[config.mk]
export PLATFORM = sky130hd
export DESIGN_NAME = seq_shift_add_mult
export DESIGN_NICKNAME = d
export VERILOG_FILES = /design/src/rtl/seq_shift_add_mult.sv
export SDC_FILE = /design/constraint.sdc
export NUM_CORES = 1
export LEC_CHECK = 0
export CAP_MARGIN = 20
export CORE_UTILIZATION = 52
export DETAILED_ROUTE_END_ITERATION = 7
export GPL_TIMING_DRIVEN = 0
export HOLD_SLACK_MARGIN = 0.02
export PLACE_DENSITY = 0.88
export SLEW_MARGIN = 10
export SYNTH_ARGS = -nofsm -noshare
export SYNTH_HDL_FRONTEND = slang
export SYNTH_SLANG_ARGS = --single-unit
[constraint.sdc]
create_clock -name clk -period 4.6 [get_ports clk]
set_clock_uncertainty 0.05 [all_clocks]
set_input_delay 0.69 -clock clk [delete_from_list [all_inputs] [get_ports clk]]
set_output_delay 0.69 -clock clk [all_outputs]
set_load 0.005 [all_outputs]
[src/rtl/seq_shift_add_mult.sv]
// Sequential shift-and-add multiplier: one multiplier bit per clock, WIDTH cycles per product.
// Optional signed mode (sgn port, magnitude multiply plus final negate) is enabled by SEQ_MULT_SIGNED_EN.
module seq_shift_add_mult #(
    parameter int WIDTH = 8
) (
    input  logic                 clk,
    input  logic                 rst,
    input  logic                 start,
    input  logic [WIDTH-1:0]     a,
    input  logic [WIDTH-1:0]     b,
`ifdef SEQ_MULT_SIGNED_EN
    input  logic                 sgn,
`endif
    output logic                 busy,
    output logic                 done,
    output logic [2*WIDTH-1:0]   product
);

    localparam int CW = $clog2(WIDTH + 1);

    typedef enum logic [1:0] {
        S_IDLE = 2'd0,
        S_RUN  = 2'd1,
        S_DONE = 2'd2
    } state_t;

    state_t                 r_state;
    state_t                 w_next_state;
    logic [WIDTH-1:0]       r_mcand;
    logic [WIDTH-1:0]       r_mplier;
    logic [2*WIDTH-1:0]     r_acc;
    logic [CW-1:0]          r_cnt;
    logic                   r_busy;
    logic                   r_done;
    logic [2*WIDTH-1:0]     r_product;

    logic                   w_accept;
    logic                   w_finish;
    logic [WIDTH-1:0]       w_addend;
    logic [WIDTH:0]         w_sum;
    logic [2*WIDTH:0]       w_wide;
    logic [2*WIDTH-1:0]     w_next_acc;
    logic [2*WIDTH-1:0]     w_result;
    logic [WIDTH-1:0]       w_a_in;
    logic [WIDTH-1:0]       w_b_in;

    // Explicit ripple-carry adder; bit WIDTH of the result is the carry-out.
    function automatic logic [WIDTH:0] ripple_add(input logic [WIDTH-1:0] x,
                                                  input logic [WIDTH-1:0] y);
        logic           c;
        logic [WIDTH:0] s;
        c = 1'b0;
        s = {(WIDTH+1){1'b0}};
        for (int i = 0; i < WIDTH; i++) begin
            s[i] = x[i] ^ y[i] ^ c;
            c    = (x[i] & y[i]) | (c & (x[i] ^ y[i]));
        end
        s[WIDTH] = c;
        return s;
    endfunction

`ifdef SEQ_MULT_SIGNED_EN
    logic r_neg;

    // Magnitude of a two's-complement value; the most negative value maps to 2^(WIDTH-1).
    function automatic logic [WIDTH-1:0] magnitude(input logic [WIDTH-1:0] x);
        return x[WIDTH-1] ? (~x + {{(WIDTH-1){1'b0}}, 1'b1}) : x;
    endfunction

    // Operand conditioning and final sign correction for signed mode.
    always_comb begin
        w_a_in = a;
        w_b_in = b;
        if (sgn) begin
            w_a_in = magnitude(a);
            w_b_in = magnitude(b);
        end else begin
            w_a_in = a;
            w_b_in = b;
        end
        if (r_neg) begin
            w_result = ~w_next_acc + {{(2*WIDTH-1){1'b0}}, 1'b1};
        end else begin
            w_result = w_next_acc;
        end
    end
`else
    // Unsigned build: operands and result pass straight through.
    always_comb begin
        w_a_in   = a;
        w_b_in   = b;
        w_result = w_next_acc;
    end
`endif

    // One shift-and-add step on the current accumulator.
    always_comb begin
        w_accept = start && (r_state != S_RUN);
        w_finish = (r_state == S_RUN) && (r_cnt == CW'(1));
        if (r_mplier[0]) begin
            w_addend = r_mcand;
        end else begin
            w_addend = {WIDTH{1'b0}};
        end
        w_sum      = ripple_add(r_acc[2*WIDTH-1:WIDTH], w_addend);
        w_wide     = {w_sum, r_acc[WIDTH-1:0]};
        w_next_acc = (2*WIDTH)'(w_wide >> 1);
    end

    // State register.
    always_ff @(posedge clk) begin
        if (rst) begin
            r_state <= S_IDLE;
        end else begin
            r_state <= w_next_state;
        end
    end

    // Next-state logic; a start in RUN is ignored.
    always_comb begin
        w_next_state = r_state;
        case (r_state)
            S_IDLE: begin
                if (w_accept) w_next_state = S_RUN;
                else          w_next_state = S_IDLE;
            end
            S_RUN: begin
                if (w_finish) w_next_state = S_DONE;
                else          w_next_state = S_RUN;
            end
            S_DONE: begin
                if (w_accept) w_next_state = S_RUN;
                else          w_next_state = S_IDLE;
            end
            default: w_next_state = S_IDLE;
        endcase
    end

    // Datapath: operand capture, iteration, and result/flag registers.
    always_ff @(posedge clk) begin
        if (rst) begin
            r_mcand   <= {WIDTH{1'b0}};
            r_mplier  <= {WIDTH{1'b0}};
            r_acc     <= {(2*WIDTH){1'b0}};
            r_cnt     <= {CW{1'b0}};
            r_busy    <= 1'b0;
            r_done    <= 1'b0;
            r_product <= {(2*WIDTH){1'b0}};
`ifdef SEQ_MULT_SIGNED_EN
            r_neg     <= 1'b0;
`endif
        end else begin
            r_busy <= (w_next_state == S_RUN);
            r_done <= (w_next_state == S_DONE);
            if (w_accept) begin
                r_mcand  <= w_a_in;
                r_mplier <= w_b_in;
                r_acc    <= {(2*WIDTH){1'b0}};
                r_cnt    <= CW'(WIDTH);
`ifdef SEQ_MULT_SIGNED_EN
                r_neg    <= sgn & (a[WIDTH-1] ^ b[WIDTH-1]);
`endif
            end else if (r_state == S_RUN) begin
                r_acc    <= w_next_acc;
                r_mplier <= r_mplier >> 1;
                r_cnt    <= r_cnt - CW'(1);
                if (w_finish) begin
                    r_product <= w_result;
                end else begin
                    r_product <= r_product;
                end
            end else begin
                r_acc <= r_acc;
            end
        end
    end

    assign busy    = r_busy;
    assign done    = r_done;
    assign product = r_product;

endmodule
==> key figures, run 1 <==
Critical path
  – Critical path startpoint: r_mplier[0]
  – Crit path capture type: flop
  – R2r setup slk: 0.81 ns
  – Worst EP arrival: 3.99 ns
  – Critical R2R Launch: r_mplier[0]
  – Critical path class: flop to flop
  – Crit-path max FO: 9
  – Startpoint class of the critical path: flop
  – WP data required: 4.79 ns

Floorplan
  – Die H: 67.6 µm
  – Die Wd: 67.6 µm
  – Initial Util: 55.2%
  – # IOs: 37
  – Core Box Area: 0.00406 mm²
  – Area of the die: 0.00457 mm²
  – Row Count: 23

Detailed routing
  – Routed vias/inst: 5.63
  – DRC: 0
  – Starting DRC count in detailed routing: 87
  – Total Wirelength: 4840 µm
  – Routed wire per std cell: 15.0 µm
  – Antenna Nets Post-Route: 0
  – Via Count: 1813
  – TritonRoute pass-1 iters: 5

Clocking
  – CTS tree: yes
  – Root Driver: clkbuf_8
  – CTS clk-pin slew, worst paths: 0.10 ns
  – H-Tree Depth: 2
  – Worst-Skew Late Latency: 0.32 ns
  – Post-cts sizing count: 0
  – Setup Fix Bufs, Post-CTS: 0
  – Longest Clk Path Bufs: 2
  – TritonCTS buffer count: 5
  – CTS Sinks: 55
  – Cts hold-fix bufs: 0

Global route
  – Grt ovf: 0
  – Largest net degree at the start of global routing: 17
  – Total track usage: 24.3%
  – Initial antenna violation count: 0
  – First-pass GRT wire length: 7960 µm
  – Vias in the first global route: 1763

Layout
  – Synth-to-Final Area Change: 24.4%
  – Fillers: 323
  – Layout Nets: 300
  – Most common cell after layout, fill and taps aside: dfxtp_1
  – Most frequent cells in the layout: 55 x dfxtp_1, 35 x clkdlybuf4s50_1, 29 x nand2_1
  – Share of layout cells above drive strength 1: 11.0%
  – ANT cells: 0

Power and ir drop
  – P per Cell Area: 353 mW/mm²
  – Leak Pwr: 1.06 nW
  – Power Total: 983 µW
  – Maximum vdd drop: 0.000241 V

Hold path
  – Worst hold start: r_acc[9]
  – Worst hold path class: flop to flop

Synth
  – #FFs+latches synth: 55
  – Warnings from Yosys: 0
  – Netlist Area Pre-Place: 0.00224 mm²
  – Syn Area/Cell: 9.78 µm²
  – Mapped Cells: 229
  – Register area share after synthesis: 49.2%
  – Syn nets: 258
  – Cell variety after synth: 32

Timing
  – Slew Limit Fails: 0
  – FMAX: 264 MHz
  – Worst slew margin: 65.7%
  – Unrepaired setup endpoints after global routing: no
  – Tmin final: 3.79 ns
  – Slew @ Worst Pin: 0.514 ns
  – Final hold viol count: 0
  – Final setup violation count: 0
  – TNS Setup: 0 ns
  – Final period util: 82.4%

Status
  – Status: finished, final reports clean

Place
  – IO Port Bufs: 35
  – Post-DP HPWL: 3380 µm
  – GP Congestion: 0.857

Run
  – Max-Cap Viols: 0
layout make-up:
type / count / area (µm²) / area share, %
Multi-Input combinational cell: 148 / 998 / 35.8
Tap cell: 50 / 62.6 / 2.25
Timing Repair Buffer: 35 / 350 / 12.6
Sequential cell: 55 / 1100 / 39.5
Buffer: 16 / 97.6 / 3.50
Clock inverter: 2 / 60.1 / 2.16
Clock buffer: 6 / 72.6 / 2.61
Inverter: 10 / 42.5 / 1.53
flip-flops by register name (all words and copies together) (netlist names):
signal and cells:
r_acc 15, r_mcand 8, busy 1, r_cnt 4, r_mplier 8, done 1, r_state 2, product 16
critical path: stages (launching register included):
cell      delay (ns)
dfxtp_1         0.41
and2_1          0.18
ha_1            0.17
inv_1           0.06
fa_1            0.16
inv_1           0.05
fa_1            0.38
fa_1            0.39
fa_1            0.38
fa_1            0.40
fa_1            0.38
inv_1           0.08
fa_1            0.43
a211oi_1        0.20
synth_stat cells:
master,number,area share (%)
a211oi_1,12,4.0
a21o_1,1,0.34
a21oi_1,24,5.4
a22o_2,12,5.4
a2bb2oi_1,1,0.39
and2_1,6,1.7
and3_2,1,0.34
buf_1,4,0.67
buf_12,1,0.89
buf_2,3,0.67
buf_6,1,0.50
clkbuf_1,6,1.0
clkbuf_8,1,0.61
clkinv_4,1,0.39
dfxtp_1,55,49
fa_1,7,6.3
ha_1,3,1.7
inv_1,9,1.5
mux2i_1,8,3.6
nand2_1,29,4.9
nand3_1,9,2.0
nand3b_1,1,0.34
nor2_1,14,2.3
nor2b_1,1,0.28
nor3_1,2,0.45
nor3b_1,1,0.34
o21ai_0,9,2.0
o2bb2ai_1,3,1.2
or2b_2,1,0.39
or3_4,1,0.50
or3b_4,1,0.50
xor2_1,1,0.39
stage by stage:
stage | hold slack (ns) | cells | util, % | setup slack (ns) | area, µm²
3_5_place_dp | 0.402 | 314 | 65.4 | 0.822 | 2650
6_report | 0.416 | 322 | 68.6 | 0.808 | 2790
2_1_floorplan | 0.386 | 229 | - | 1.06 | 2240
4_1_cts | 0.423 | 322 | 68.6 | 0.808 | 2790
5_1_grt | 0.444 | 322 | 68.6 | 0.683 | 2790
3_3_place_gp | 0.399 | 314 | 65.4 | 0.820 | 2650
layer usage:
layer | global-route usage (%) | wire length, µm | up-vias | share of wire (%)
li1 | - | - | 867 | -
met1 | 29.0 | 2090 | 879 | 43
met2 | 40.2 | 2370 | 60 | 49
met3 | 7.09 | 293 | 7 | 6.0
met4 | 10.1 | 89 | 0 | 1.8
met5 | 0 | 0 | - | 0
path summary, 6_finish.rpt:
path / end / cells past startpoint
max: r_acc[14] / 13
min: r_acc[9] / 2
max reg2reg: r_acc[14] / 13
min reg2reg: r_acc[9] / 2
cells by family after synthesis:
| family | synth area share [%] |
|---|---|
| adders and majority gates | 7.93 |
| muxes | 3.58 |
| AOI/OAI and AO/OA | 18.7 |
| DFF | 49.2 |
| and+or+nand+nor | 14.0 |
| buffers and inverters | 6.26 |
| xor gates and xnor gates | 0.391 |
power by group:
part           switching, mW  internal (mW)  leakage (nW)
clock network          0.155          0.217        0.0654
registers             0.0129          0.494         0.448
logic                 0.0586         0.0457         0.546
total                  0.226          0.757          1.06
No activity file was read; power rests on OpenSTA's default activity.
==> run 2, diff against run 1 <==
- clock period: 4.6 -> 3.49 ns (I/O delays scaled with it)
==> run 2 against run 1 <==
  * The run now ends with negative setup slack left
  * Non-clock buffer count rose by 1
  * Cell area rose by 1.7%
  * Final cell count rose by 0.31%
  * Highest routed layer unchanged
  * Largest cell class unchanged
==> key figures, run 2 (synthesis results as in run 1) <==
Status
  – Status: finished, violations left
  – Failing checks: negative setup slack

Power and ir drop
  – Cell-internal power: 1.00 mW (+32%)
  – Switch share: 23.1% (+0.054 points)
  – Leak Pwr: 1.05 nW (-0.75%)
  – Clock power frac: 37.7% (about the same)
  – Power Total: 1.30 mW (+32%)
  – Switching power: 300 µW (+33%)
  – Maximum vdd drop: 0.000300 V (+24%)
  – Comb power frac: 11.1% (+0.5 points)
  – P per Cell Area: 460 mW/mm² (+30%)
  – Flop pwr share: 51.3% (-0.3 points)

Clocking
  – Worst-Skew Late Latency: 0.31 ns (about the same)
  – Cts hold-fix bufs: 0 (unchanged)
  – Root Driver: clkbuf_8
  – Longest Clk Path Bufs: 2 (unchanged)
  – CTS Sinks: 55 (unchanged)
  – TritonCTS buffer count: 5 (unchanged)
  – H-Tree Depth: 2 (unchanged)
  – CTS tree: yes
  – CTS clk-pin slew, worst paths: 0.10 ns (about the same)

Timing
  – Final setup violation count: 1 (+1)
  – TNS Setup: -0.00378 ns (-0.00378 ns)
  – FMAX: 286 MHz (+8.5%)
  – Unrepaired setup endpoints after global routing: yes
  – Final worst setup slack: -0.00378 ns (-0.812 ns)
  – Tmin final: 3.49 ns (-0.298 ns)
  – Worst slew margin: 63.7% (-2.1 points)
  – Slew Limit Fails: 0 (unchanged)
  – Final hold viol count: 0 (unchanged)
  – Slew @ Worst Pin: 0.545 ns (+0.0314 ns)
  – Final period util: 100% (+18 points)
  – Worst hold-check slack: 0.423 ns (+0.00768 ns)

Critical path
  – Most frequent CP cell: fa_2
  – Critical Path End: r_acc[14]
  – Startpoint class of the critical path: flop
  – Critical path startpoint: r_mplier[0]
  – WP data required: 3.67 ns (-1.12 ns)
  – Crit path depth: 13 (unchanged)
  – R2r setup slk: -0.004 ns (-0.81 ns)
  – Critical R2R Launch: r_mplier[0]
  – Critical path class: flop to flop
  – R2R Path End: r_acc[14]
  – Crit path max-delay cell type: fa_1
  – Critical Path Max Stage Delay: 0.44 ns (about the same)
  – Worst-path cell chain: and2_4 > ha_4 > inv_2 > fa_2 > inv_2 > fa_2 > fa_2 > fa_2 > fa_2 > fa_2 > inv_2 > fa_1 > a211oi_2
  – Cells on worst reg2reg path: 13 (unchanged)
  – Crit path capture type: flop
  – Crit-path max FO: 2 (-7)
  – Buf/Inv on CP: 3 (unchanged)
  – Worst path top cell family by delay: adder cells
  – Worst EP arrival: 3.67 ns (-0.32 ns)

Floorplan
  – Core Box Area: 0.00406 mm² (unchanged)
  – Die Wd: 67.6 µm (unchanged)
  – Row Count: 23 (unchanged)
  – Die H: 67.6 µm (unchanged)
  – # IOs: 37 (unchanged)
  – Initial Util: 55.2% (unchanged)
  – Area of the die: 0.00457 mm² (unchanged)

Global route
  – Vias in the first global route: 1725 (-2.2%)
  – Initial antenna violation count: 0 (unchanged)
  – Largest net degree at the start of global routing: 17 (unchanged)
  – Grt ovf: 0 (unchanged)
  – First-pass GRT wire length: 7960 µm (unchanged)
  – Total track usage: 23.9% (-0.31 points)

Detailed routing
  – Antenna Nets Post-Route: 0 (unchanged)
  – TritonRoute pass-1 iters: 4 (-1)
  – Routed wire per std cell: 15.2 µm (+1.4%)
  – Routed vias/inst: 5.46 (-3.0%)
  – DRC: 0 (unchanged)
  – Total Wirelength: 4930 µm (+1.7%)
  – Via Count: 1764 (-2.7%)
  – Starting DRC count in detailed routing: 132 (+52%)

Run
  – Max-Cap Viols: 0 (unchanged)

Layout
  – ANT cells: 0 (unchanged)
  – Most common cell after layout, fill and taps aside: dfxtp_1
  – Synth-to-Final Area Change: 26.4%
  – Fillers: 314 (-2.8%)
  – Final core utilization: 69.8% (+1.1 points)
  – Share of layout cells above drive strength 1: 16.1% (+5.1 points)
  – Layout Nets: 301 (+0.33%)
  – Max reg flops: 16 (unchanged)
  – Most frequent cells in the layout: 54 x dfxtp_1, 35 x clkdlybuf4s50_1, 29 x nand2_1

Place
  – GP Congestion: 0.820 (-4.3%)
  – IO Port Bufs: 35 (unchanged)
  – Post-DP HPWL: 3360 µm (-0.51%)
  – Place WS: -0.237 ns (-1.06 ns)

Hold path
  – Worst hold path class: flop to flop
  – Min-Delay Path Depth: 2 (unchanged)
run 2: timing repair:
item,4_1_cts,5_1_grt
resized for setup,7,6
pin swaps,2,2
setup buffers,1,0
gates cloned,0,0
setup endpoints to repair,2,2
run 2: worst min-delay path by stage:
stage	endpoint	start
after floorplan	r_acc[9]	r_acc[9]
after global placement	r_acc[9]	r_acc[9]
after detailed placement	product[15]	product[15]
after CTS	r_acc[1]	r_acc[1]
after global routing	r_acc[1]	r_acc[1]
final	r_acc[4]	r_acc[5]
run 2: power groups by stage:
stage	combinational, mW	clock (mW)	sequential [mW]
floorplan	0.0870	0	0.677
global placement	0.131	0	0.681
detailed placement	0.135	0	0.682
CTS	0.141	0.491	0.666
global route	0.158	0.521	0.670
finish	0.144	0.490	0.667
run 2: per-stage QoR:
stage / std cells / cell area (µm²)
after detailed placement: 314 / 2660
after global routing: 323 / 2830
final: 323 / 2830
after global placement: 314 / 2660
after CTS: 323 / 2810
after floorplan: 229 / 2240
run 2: per-layer routing:
metal / share of wire, % / GRT usage [%] / vias up / wire length (µm)
met2: 49 / 39.1 / 46 / 2420
met3: 3.9 / 5.74 / 8 / 192
met4: 1.3 / 10.1 / 0 / 66
met5: 0 / 0 / - / 0
met1: 46 / 29.9 / 844 / 2250
li1: - / - / 866 / -
run 2: tightest hold or removal path, cell delays in order (launching register included):
cell	delay (ns)
dfxtp_1	0.33
nand2_1	0.06
a21oi_1	0.05
run 2: final cells by class:
| cell class | count | area [µm²] | area share [%] |
|---|---|---|---|
| Tap cell | 50 | 62.6 | 2.21 |
| Buffer | 16 | 97.6 | 3.45 |
| Inverter | 10 | 42.5 | 1.50 |
| Timing Repair Buffer | 36 | 358 | 12.6 |
| Clock buffer | 6 | 72.6 | 2.56 |
| Multi-Input combinational cell | 148 | 1030 | 36.5 |
| Clock inverter | 2 | 60.1 | 2.12 |
| Sequential cell | 55 | 1100 | 39.0 |
